==> config.mk <==
export PLATFORM = sky130hd
export DESIGN_NAME = div_unit
export DESIGN_NICKNAME = d
export VERILOG_FILES = /design/src/rtl/div_pkg.sv /design/src/rtl/addsub_nbits.sv /design/src/rtl/div_unit.sv
export SDC_FILE = /design/constraint.sdc
export NUM_CORES = 1
export LEC_CHECK = 0
export ABC_AREA = 1
export BUFFER_PORTS_ARGS = -buffer_cell sky130_fd_sc_hd__buf_2
export CORE_MARGIN = 3
export CORE_UTILIZATION = 50
export CTS_BUF_LIST = sky130_fd_sc_hd__clkbuf_8
export CTS_CLUSTER_DIAMETER = 60
export CTS_CLUSTER_SIZE = 20
export DETAILED_ROUTE_END_ITERATION = 10
export PLACE_DENSITY = 0.75
export SYNTH_ARGS = -nofsm -noshare
export SYNTH_HDL_FRONTEND = slang
export SYNTH_HIERARCHICAL = 1
export SYNTH_SLANG_ARGS = --single-unit
==> constraint.sdc <==
create_clock -name clk -period 5.7 [get_ports clk]
set_clock_uncertainty 0.1 [all_clocks]
set_input_delay 0.57 -clock clk [delete_from_list [all_inputs] [get_ports clk]]
set_output_delay 0.57 -clock clk [all_outputs]
set_load 0.01 [all_outputs]
==> src/rtl/div_pkg.sv <==
`default_nettype none
// ============================================================================
//  Module   : div_pkg
//  Purpose  : Shared encodings for the iterative divider: the RV32M
//             operation codes carried on `op` and the controller state type.
//  Ports    : none (package)
//  Revision : 1.0 - initial release
// ============================================================================
package div_pkg;

  // Operation encodings. Bit 0 set means unsigned, bit 1 set means remainder.
  localparam logic [1:0] DIV_OP_DIV  = 2'b00;
  localparam logic [1:0] DIV_OP_DIVU = 2'b01;
  localparam logic [1:0] DIV_OP_REM  = 2'b10;
  localparam logic [1:0] DIV_OP_REMU = 2'b11;

  typedef enum logic [1:0] {
    ST_IDLE = 2'b00,
    ST_CALC = 2'b01,
    ST_FIX  = 2'b10,
    ST_DONE = 2'b11
  } div_state_t;

endpackage
`default_nettype wire

==> src/rtl/addsub_nbits.sv <==
`default_nettype none
// ============================================================================
//  Module   : addsub_nbits
//  Purpose  : WIDTH-bit adder/subtractor built from 4-bit carry-lookahead
//             slices. The operands are sign-extended into the padding of the
//             top slice so the slice count never depends on WIDTH being a
//             multiple of four.
//  Ports    : a, b   - operands (WIDTH bits)
//             sub    - 1: sum = a - b, 0: sum = a + b
//             sum    - result (WIDTH bits)
//             carry  - carry out of bit WIDTH-1 (for subtraction: 1 = no
//                      borrow, i.e. a >= b as unsigned values)
//  Revision : 1.0 - initial release
// ============================================================================
module addsub_nbits #(
  parameter int WIDTH = 33
) (
  input  logic [WIDTH-1:0] a,
  input  logic [WIDTH-1:0] b,
  input  logic             sub,
  output logic [WIDTH-1:0] sum,
  output logic             carry
);

  // Always at least one padding bit, so the pad slice ranges are never empty.
  localparam int PW     = 4 * ((WIDTH + 4) / 4);
  localparam int NSLICE = PW / 4;

  logic [WIDTH-1:0] b_inv;
  logic [PW-1:0]    a_ext;
  logic [PW-1:0]    b_ext;
  logic [PW:0]      carries;
  logic [PW-1:0]    sum_full;
  logic             unused_pad;

  assign b_inv      = sub ? ~b : b;
  assign a_ext      = {{(PW-WIDTH){a[WIDTH-1]}}, a};
  assign b_ext      = {{(PW-WIDTH){b_inv[WIDTH-1]}}, b_inv};
  assign carries[0] = sub;

  for (genvar s = 0; s < NSLICE; s++) begin : g_slice
    logic [3:0] g;
    logic [3:0] p;
    logic [4:0] c;

    assign g    = a_ext[4*s +: 4] & b_ext[4*s +: 4];
    assign p    = a_ext[4*s +: 4] ^ b_ext[4*s +: 4];
    assign c[0] = carries[4*s];
    assign c[1] = g[0] | (p[0] & c[0]);
    assign c[2] = g[1] | (p[1] & g[0]) | (p[1] & p[0] & c[0]);
    assign c[3] = g[2] | (p[2] & g[1]) | (p[2] & p[1] & g[0])
                | (p[2] & p[1] & p[0] & c[0]);
    assign c[4] = g[3] | (p[3] & g[2]) | (p[3] & p[2] & g[1])
                | (p[3] & p[2] & p[1] & g[0]) | (&p & c[0]);

    assign carries[4*s+1 +: 4] = c[4:1];
    assign sum_full[4*s +: 4]  = p ^ c[3:0];
  end

  assign sum   = sum_full[WIDTH-1:0];
  assign carry = carries[WIDTH];

  // Padding sum bits and the final slice carry only exist for sign extension.
  assign unused_pad = ^{sum_full[PW-1:WIDTH], carries[PW]};

endmodule
`default_nettype wire

==> src/rtl/div_unit.sv <==
`default_nettype none
// ============================================================================
//  Module   : div_unit
//  Purpose  : Restoring radix-2 divider for RV32M DIV/DIVU/REM/REMU. One
//             quotient bit per cycle; a single shared subtractor performs the
//             trial subtraction in CALC and the sign negation in FIX.
//  Ports    : clk, rst      - clock, synchronous active-high reset
//             start         - request (accepted when busy = 0)
//             op            - 00 DIV, 01 DIVU, 10 REM, 11 REMU
//             rs1, rs2      - dividend, divisor (sampled with start)
//             busy          - operation in progress (CALC or FIX)
//             done          - one-cycle pulse, result valid
//             result        - quotient/remainder, held until next accept
//  Revision : 1.0 - initial release
// ============================================================================
module div_unit
  import div_pkg::*;
#(
  parameter int XLEN = 32
) (
  input  logic            clk,
  input  logic            rst,
  input  logic            start,
  input  logic [1:0]      op,
  input  logic [XLEN-1:0] rs1,
  input  logic [XLEN-1:0] rs2,
  output logic            busy,
  output logic            done,
  output logic [XLEN-1:0] result
);

  localparam int            CW       = $clog2(XLEN);
  localparam logic [CW-1:0] CNT_LAST = CW'(XLEN - 1);
  localparam logic [XLEN-1:0] MIN_NEG = {1'b1, {(XLEN-1){1'b0}}};
  localparam logic [XLEN-1:0] ONE     = XLEN'(1);

  div_state_t      state;
  logic [1:0]      op_q;
  logic            quo_neg;      // operand signs differ
  logic            rem_neg;      // dividend was negative
  logic            special;      // quo/rem already hold the final values
  logic [XLEN-1:0] dmag;
  logic [XLEN-1:0] rem;          // partial remainder; always < dmag between steps
  logic [XLEN-1:0] quo;
  logic [CW-1:0]   count;

  // Accept-time decode
  logic            accept;
  logic            signed_op;
  logic            rs1_neg;
  logic            rs2_neg;
  logic [XLEN-1:0] rs1_mag;
  logic [XLEN-1:0] rs2_mag;
  logic            div_zero;
  logic            overflow;

  // Shared subtractor
  logic [XLEN:0]   shifted;
  logic [XLEN:0]   add_a;
  logic [XLEN:0]   add_b;
  logic [XLEN:0]   add_sum;
  logic            add_carry;
  logic            unused_sum_msb;
  logic            fix_negate;

  assign accept    = start && ((state == ST_IDLE) || (state == ST_DONE));
  assign signed_op = (op == DIV_OP_DIV) || (op == DIV_OP_REM);
  assign rs1_neg   = signed_op && rs1[XLEN-1];
  assign rs2_neg   = signed_op && rs2[XLEN-1];
  // The most negative value negates to itself, which is its unsigned magnitude.
  assign rs1_mag   = rs1_neg ? (~rs1 + ONE) : rs1;
  assign rs2_mag   = rs2_neg ? (~rs2 + ONE) : rs2;
  assign div_zero  = (rs2 == '0);
  assign overflow  = signed_op && (rs1 == MIN_NEG) && (rs2 == '1);

  // {rem, quo} shifted left by one: the XLEN+1-bit partial remainder.
  assign shifted   = {rem, quo[XLEN-1]};

  always_comb begin
    add_a = '0;
    add_b = '0;
    if (state == ST_CALC) begin
      add_a = shifted;
      add_b = {1'b0, dmag};
    end else begin
      // FIX: 0 - value gives the two's-complement negation.
      add_b = {1'b0, (op_q[1] ? rem : quo)};
    end
  end

  addsub_nbits #(
    .WIDTH (XLEN + 1)
  ) u_addsub (
    .a     (add_a),
    .b     (add_b),
    .sub   (1'b1),
    .sum   (add_sum),
    .carry (add_carry)
  );

  // Trial results are below dmag and negations fit in XLEN bits.
  assign unused_sum_msb = add_sum[XLEN];
  assign fix_negate     = op_q[1] ? rem_neg : quo_neg;

  always_ff @(posedge clk) begin
    if (rst) begin
      state   <= ST_IDLE;
      op_q    <= '0;
      quo_neg <= 1'b0;
      rem_neg <= 1'b0;
      special <= 1'b0;
      dmag    <= '0;
      rem     <= '0;
      quo     <= '0;
      count   <= '0;
      result  <= '0;
    end else begin
      case (state)
        ST_IDLE, ST_DONE: begin
          if (accept) begin
            op_q    <= op;
            quo_neg <= rs1_neg ^ rs2_neg;
            rem_neg <= rs1_neg;
            dmag    <= rs2_mag;
            count   <= CNT_LAST;
            if (div_zero) begin
              special <= 1'b1;
              quo     <= '1;
              rem     <= rs1;
              state   <= ST_FIX;
            end else if (overflow) begin
              special <= 1'b1;
              quo     <= rs1;
              rem     <= '0;
              state   <= ST_FIX;
            end else begin
              special <= 1'b0;
              quo     <= rs1_mag;
              rem     <= '0;
              state   <= ST_CALC;
            end
          end else if (state == ST_DONE) begin
            state <= ST_IDLE;
          end
        end

        ST_CALC: begin
          // Carry out of the subtract means no borrow: trial >= 0.
          if (add_carry) begin
            rem <= add_sum[XLEN-1:0];
            quo <= {quo[XLEN-2:0], 1'b1};
          end else begin
            rem <= shifted[XLEN-1:0];
            quo <= {quo[XLEN-2:0], 1'b0};
          end
          if (count == '0) begin
            state <= ST_FIX;
          end else begin
            count <= count - 1'b1;
          end
        end

        ST_FIX: begin
          if (!special && fix_negate) begin
            result <= add_sum[XLEN-1:0];
          end else begin
            result <= op_q[1] ? rem : quo;
          end
          state <= ST_DONE;
        end

        default: state <= ST_IDLE;
      endcase
    end
  end

  assign busy = (state == ST_CALC) || (state == ST_FIX);
  assign done = (state == ST_DONE);

endmodule
`default_nettype wire

# ---- Yosys cells after proc, flatten, opt, wreduce, memory -nomap -nowiden
# Cells that the tools add are included.
dict set report op_classes {
  muxes 27
  eq_ne 10
  order_cmp 0
  n_mul 0
  div_mod_pow 0
  shift 0
  n_reduce_logical 28
  bitwise 228
  addsub 3
}
# operator count
set ops {}
lappend ops {{$mux W32} 11}
lappend ops {{$pmux W32 S2} 2}
lappend ops {{$and A1 B1 Y1} 118}
lappend ops {{$or A1 B1 Y1} 81}
lappend ops {{$add A32 B1 Y32 const B} 2}
lappend ops {{$eq A32 B32 Y1 const B} 2}
lappend ops {{$not A32 Y32} 2}
lappend ops {{$xor A4 B4 Y4} 16}
lappend ops {{$mux W33} 1}
lappend ops {{$not A32 Y33} 1}
lappend ops {{$and A4 B4 Y4} 8}
lappend ops {{$logic_not A32 Y1} 1}
lappend ops {{$reduce_and A4 Y1} 8}
lappend ops {{$mux W2} 5}
lappend ops {{$mux W5} 2}
lappend ops {{$pmux W5 S2} 1}
lappend ops {{$eq A2 B2 Y1 const B} 3}
lappend ops {{$logic_and A1 B1 Y1} 6}
lappend ops {{$pmux W2 S3} 1}
lappend ops {{$reduce_and A2 Y1} 3}
lappend ops {{$logic_not A5 Y1} 1}
lappend ops {{$sub A5 B1 Y5 const B} 1}
lappend ops {{$logic_not A2 Y1} 2}
lappend ops {{$mux W1} 4}
lappend ops {{10 further kinds} 14}
dict set report word_totals {
  romBits 0
  register_bits 140
  wordCells 306
  latch_bits 0
  ram_bits 0
  input_bits 69
  output_inout_bits 34
  memories 0
}

# ---- Logic depth before layout (Yosys ltp)
dict set report depth {
  word_depth 27
  mapped_depth 35
  mapped_depth_nobuf 32
}

# ---- Cells and area by module
# Netlist, hierarchy kept.
# module seq_area_each_um2 cells_each instances area_per_inst_um2
set modules_own_cells {}
lappend modules_own_cells {div_unit 2782.7 1568 1 9371.5}
lappend modules_own_cells {addsub_nbits 0.0 242 1 1674.1}

# ---- Worst setup path before layout
# No wires, ideal clock.
dict set report synth_timing {
  path_type {reg2reg}
  from {reg state[0]}
  to {reg rem[10]}
  t_arrival_ns 4.021
  path_slack_ns 1.505
  stages_incl_launch_ff 33
  synth_period_minus_slack_ns 4.195
  path_cell_list {dfxtp_1 ha_1 buf_2 buf_1 clkbuf_1 nand2_1 nand2_1 xor2_1 ha_1 nand2_1 inv_1 and3_1 nor2_1 nand2_1 nand2_1 nand2_1 nand2_1 nand2_1 nand2_1 nand2_2 nand2_1 nand2_2 nand2_1 nand2_2 nand2_2 nand2_2 nand2_1 nand2_1 fa_1 inv_1 clkbuf_1 o22ai_1 a31oi_1}
}
# element line_no
set synth_lines {}
lappend synth_lines {{start, declared} div_unit.sv:37} ;# div_state_t state;
lappend synth_lines {{start signal, assigned} div_unit.sv:107} ;# state <= ST_IDLE;
lappend synth_lines {{start signal, assigned} div_unit.sv:130} ;# state <= ST_FIX;
lappend synth_lines {{start signal, assigned} div_unit.sv:135} ;# state <= ST_FIX;
lappend synth_lines {{$eq A2 B1 Y1 (*)} div_unit.sv:82} ;# if (state == ST_CALC) begin
lappend synth_lines {{$mux W32 (*)} div_unit.sv:82}
lappend synth_lines {{named net add_b[6]} div_unit.sv:60} ;# logic [XLEN:0] add_b;
lappend synth_lines {{$not A32 Y33 (*)} addsub_nbits.sv:36} ;# assign b_inv = sub ? ~b : b;
lappend synth_lines {{$and A4 B4 Y4 or $xor A4 B4 Y4 (tied branches)} {addsub_nbits.sv:46, addsub_nbits.sv:47}}
lappend synth_lines {{$and A1 B1 Y1 (on tied branches)} {addsub_nbits.sv:53, addsub_nbits.sv:54}}
lappend synth_lines {{$or A1 B1 Y1 (tied with other cells)} addsub_nbits.sv:53} ;# assign c[4] = g[3] | (p[3] & g[2]) | (p[3] & p[2] & g[1])
lappend synth_lines {{$or A1 B1 Y1 or $and A1 B1 Y1 (tied branches)} {addsub_nbits.sv:53, addsub_nbits.sv:54}}
lappend synth_lines {{[11 not listed]} -}
lappend synth_lines {{$or A1 B1 Y1 (*)} addsub_nbits.sv:54} ;# | (p[3] & p[2] & p[1] & g[0]) | (&p & c[0]);
lappend synth_lines {{$and A1 B1 Y1 (*)} addsub_nbits.sv:54}
lappend synth_lines {{$or A1 B1 Y1 (*)} addsub_nbits.sv:54}
lappend synth_lines {{$and A1 B1 Y1 (*)} addsub_nbits.sv:49} ;# assign c[1] = g[0] | (p[0] & c[0]);
lappend synth_lines {{$or A1 B1 Y1 (*)} addsub_nbits.sv:49}
lappend synth_lines {{named net add_carry} div_unit.sv:62} ;# logic add_carry;
lappend synth_lines {{$mux W32 (*)} div_unit.sv:149} ;# if (add_carry) begin
lappend synth_lines {{$pmux W32 S2 (*)} div_unit.sv:118} ;# case (state)
lappend synth_lines {{end signal, assigned} div_unit.sv:129} ;# rem <= rs1;
lappend synth_lines {{end signal, assigned} div_unit.sv:150} ;# rem <= add_sum[XLEN-1:0];
lappend synth_lines {{end signal, assigned} div_unit.sv:153} ;# rem <= shifted[XLEN-1:0];
lappend synth_lines {{end, declared} div_unit.sv:43} ;# logic [XLEN-1:0] rem;
# The timed path passes the listed nets; every way through them passes the cells marked *.
# A chain may end at the register's enable or synchronous reset.

# ---- Worst setup path in the final report
dict set report layout_timing {
  from {reg state[1]}
  to {reg rem[15]}
}
dict set report layout_between {
  elab_chain_len 27
}
# element line_no
set layout_lines {}
lappend layout_lines {{$eq A2 B1 Y1 (*)} div_unit.sv:82}
lappend layout_lines {{$mux W32 (*)} div_unit.sv:82}
lappend layout_lines {{named net add_b[2]} div_unit.sv:60}
lappend layout_lines {{$not A32 Y33 (*)} addsub_nbits.sv:36}
lappend layout_lines {{$and A4 B4 Y4 or $xor A4 B4 Y4 (tied branches)} {addsub_nbits.sv:46, addsub_nbits.sv:47}}
lappend layout_lines {{$and A1 B1 Y1 (on tied branches)} {addsub_nbits.sv:53, addsub_nbits.sv:54}}
lappend layout_lines {{$or A1 B1 Y1 (tied with other cells)} addsub_nbits.sv:53}
lappend layout_lines {{$or A1 B1 Y1 or $and A1 B1 Y1 (tied branches)} {addsub_nbits.sv:53, addsub_nbits.sv:54}}
lappend layout_lines {{[13 not listed]} -}
lappend layout_lines {{$or A1 B1 Y1 (*)} addsub_nbits.sv:54}
lappend layout_lines {{$and A1 B1 Y1 (*)} addsub_nbits.sv:54}
lappend layout_lines {{$or A1 B1 Y1 (*)} addsub_nbits.sv:54}
lappend layout_lines {{$and A1 B1 Y1 (*)} addsub_nbits.sv:49}
lappend layout_lines {{$or A1 B1 Y1 (*)} addsub_nbits.sv:49}
lappend layout_lines {{named net add_carry} div_unit.sv:62}
lappend layout_lines {{$mux W32 (*)} div_unit.sv:149}
lappend layout_lines {{$pmux W32 S2 (*)} div_unit.sv:118}
# Marks and branches as above.

==> out/results.txt <==
Netlist cell types -> 47
Pint -> 0.00266 W
Final min period -> 4670 ps
Avg WL per Cell -> 16.6 um
antenna cells -> 0
Post-CTS Resized -> 0
CTS Buf Count -> 17
Syn Inst Count -> 1,810
WP data required -> 5990 ps
Overall Global Routing Usage -> 0.291
Post-Place Cell Area -> 11,700 sq um
worst-margin pin slew -> 768 ps
CP Class -> flip-flop to flip-flop
switching share of total power -> 0.493
layout cells sized above 1 -> 0.103
Worst Path Max Fanout -> 33
final worst path period share -> 0.819
TritonCTS clock tree -> done
status -> finished clean
largest net degree at the start of global routing -> 90
#FFs+latches synth -> 139
Logic pwr share -> 0.551
Mean Syn Cell Area -> 6.10 sq um
Clk Latency, worst-skew pair -> 470 ps
Die ar. -> 23,900 sq um
IO Count -> 103
largest buffer count on any clock path -> 2
Routed Antenna Nets -> 0
Post-synth ARST share -> 0
R2R depth -> 31
Vias -> 12,100
nets@finish -> 1,974
Die Wd -> 155 um
clock tree root buffer cell -> clkbuf_8
worst endpoint data arrival time -> 4960 ps
drt total wl -> 35.6 mm
Setup crit end kind -> flip-flop
# hold bufs at CTS -> 0
Hold Violations, Final -> 0
max-cap viol count -> 0
register area -> 2780 sq um
Syn Nets -> 1,927
highest clock rate -> 214 MHz
Worst R2R Setup Slack -> 1030 ps
Port Buffer Count -> 102
Ys Warns -> 6
initial drt markers -> 1,199
EDFF count, synth -> 0
CTS Sinks -> 139
leakage power -> 5.94 nW
Worst Path Buf+Inv -> 5
CP top delay family -> simple AND/OR/NAND/NOR gates
type of the worst min-delay path -> primary input to flip-flop
chip height -> 155 um
# DRC -> 0
Post-synth top flop -> dfxtp_1
power per cell area -> 434 nW/um^2
clk slew on worst S/H paths -> 90 ps
initial antenna violation count -> 0
Worst Hold Depth -> 3
Crit path largest cell delay -> 500 ps
first-pass GRT wire length -> 56.6 mm
RePlAce Congestion -> 0.958
VDD IR max -> 596 uV
final setup violation count -> 0
CTS H-tree lvls -> 4
dpl hpwl -> 25.6 mm
vias in the first global route -> 10,800
RSZ-0062 raised after global routing -> no
synthesized area -> 11,000 sq um
row count -> 53
Critical Path Most Common Cell -> nand2_1
max_slew headroom -> 0.488
CP Launch Type -> flip-flop
area delta synth->final -> 9.53%
via/cell ratio -> 5.62
post-layout instance area -> 12,100 sq um
Seq/Total Area, Yosys -> 0.252
Clock Power Share -> 0.156
Fillers -> 2,210
Setup Buffers After CTS -> 0
setup TNS -> 0 ps
core area -> 21,400 sq um
Starting Density -> 0.517
sequential share of power -> 0.293
TritonRoute pass-1 iters -> 6
Worst path slowest cell -> inv_2
final max-slew violation count -> 0
Crit path depth -> 31
NetSw -> 0.00259 W
grt ovf -> 0
multi-input logic area -> 6920 sq um
per-stage QoR:
stage	hold WS, ps	total power [W]	setup slack, ps	std cells	utilization
2_1_floorplan	331	0.00361	1500	1810	-
3_3_place_gp	350	0.00432	1310	2113	0.549
3_5_place_dp	356	0.00438	1180	2113	0.549
4_1_cts	282	0.00521	1130	2145	0.567
5_1_grt	292	0.00569	718	2145	0.567
6_report	287	0.00525	1030	2145	0.567
power by group through the flow:
stage / combinational, W / clock, W / sequential (W)
final: 0.00289 / 0.000820 / 0.00154
after global routing: 0.00325 / 0.000869 / 0.00157
after CTS: 0.00285 / 0.000827 / 0.00153
after detailed placement: 0.00283 / 0 / 0.00155
after global placement: 0.00279 / 0 / 0.00154
after floorplan: 0.00210 / 0 / 0.00151
logic make-up (layout without fill, tap and decap cells):
| group | count (synthesis) | in the layout | share of synthesized area |
|---|---|---|---|
| flip-flops | 139 | 139 | 0.252 |
| AO/OA/AOI/OAI | 390 | 390 | 0.197 |
| other | 2 | 2 | 0.000680 |
| XOR/XNOR | 81 | 81 | 0.0642 |
| buffers and inverters | 355 | 415 | 0.123 |
| multiplexers | 3 | 3 | 0.00295 |
| adder cells (fa/ha/maj) | 48 | 48 | 0.0598 |
| AND/OR/NAND/NOR | 792 | 792 | 0.300 |
cell usage in the layout, fill, tap and decap left out, types with 25 or more instances in the layout:
cell type / n
inv_1: 254
o211ai_1: 37
ha_1: 38
o21ai_0: 143
a31oi_1: 41
buf_2: 102
nand2_1: 506
nand3_1: 93
xnor2_1: 25
o22ai_1: 33
dfxtp_1: 138
a21oi_1: 121
xor2_1: 56
nor2_1: 129
routing by layer:
metal  routed length, um  track usage
met1               15300        0.393
met4                1480        0.121
met2               16000        0.463
met3                2850       0.0487
met5                   0            0
worst paths after layout:
kind,from,to
worst max-delay path,state[1]$_SDFFE_PP0P_,rem[15]$_SDFFE_PP0P_
worst min-delay path,op[1],op_q[1]$_SDFFE_PP0P_
worst max register to register,state[1]$_SDFFE_PP0P_,rem[15]$_SDFFE_PP0P_
worst min register to register,count[0]$_SDFFE_PP0P_,count[0]$_SDFFE_PP0P_
worst register-to-register path: cells and delay by family, from the launching register on:
kind / cells / cell delay (ps)
adder cells (fa/ha/maj): 3 / 870
XOR/XNOR: 1 / 210
AND/OR/NAND/NOR: 19 / 1370
AO/OA/AOI/OAI: 3 / 550
buffers and inverters: 5 / 1100
flip-flops: 1 / 390
layout make-up:
| type | instances | share of cell area |
|---|---|---|
| clock inverter | 15 | 0.0125 |
| sequential | 139 | 0.230 |
| timing repair buffer | 119 | 0.0558 |
| inverter | 264 | 0.0821 |
| clock buffer | 17 | 0.0193 |
| tap | 275 | 0.0284 |
| multi-input combinational | 1316 | 0.572 |
Yosys cell counts (all sizes together) (10+ instances only):
master | count | area (sq um)
o22ai | 33 | 206
dfxtp | 139 | 2780
nand4 | 21 | 168
clkbuf | 73 | 274
inv | 263 | 990
xor2 | 56 | 490
o211ai | 37 | 278
o21ai | 147 | 736
or2 | 10 | 62.6
ha | 40 | 500
nand2 | 513 | 1950
a21oi | 124 | 632
nand3 | 95 | 485
buf | 18 | 92.6
nor2 | 138 | 556
a31oi | 41 | 257
xnor2 | 25 | 219
flip-flops by register name, summed over array words and instances, names as in the netlist:
register and cells:
rem 32, dmag 32, op_q 1, quo 32
result 32, quo_neg 1, state 2, count 5
rem_neg 1, special 1
Note: power is estimated with default switching activity, not from simulation.
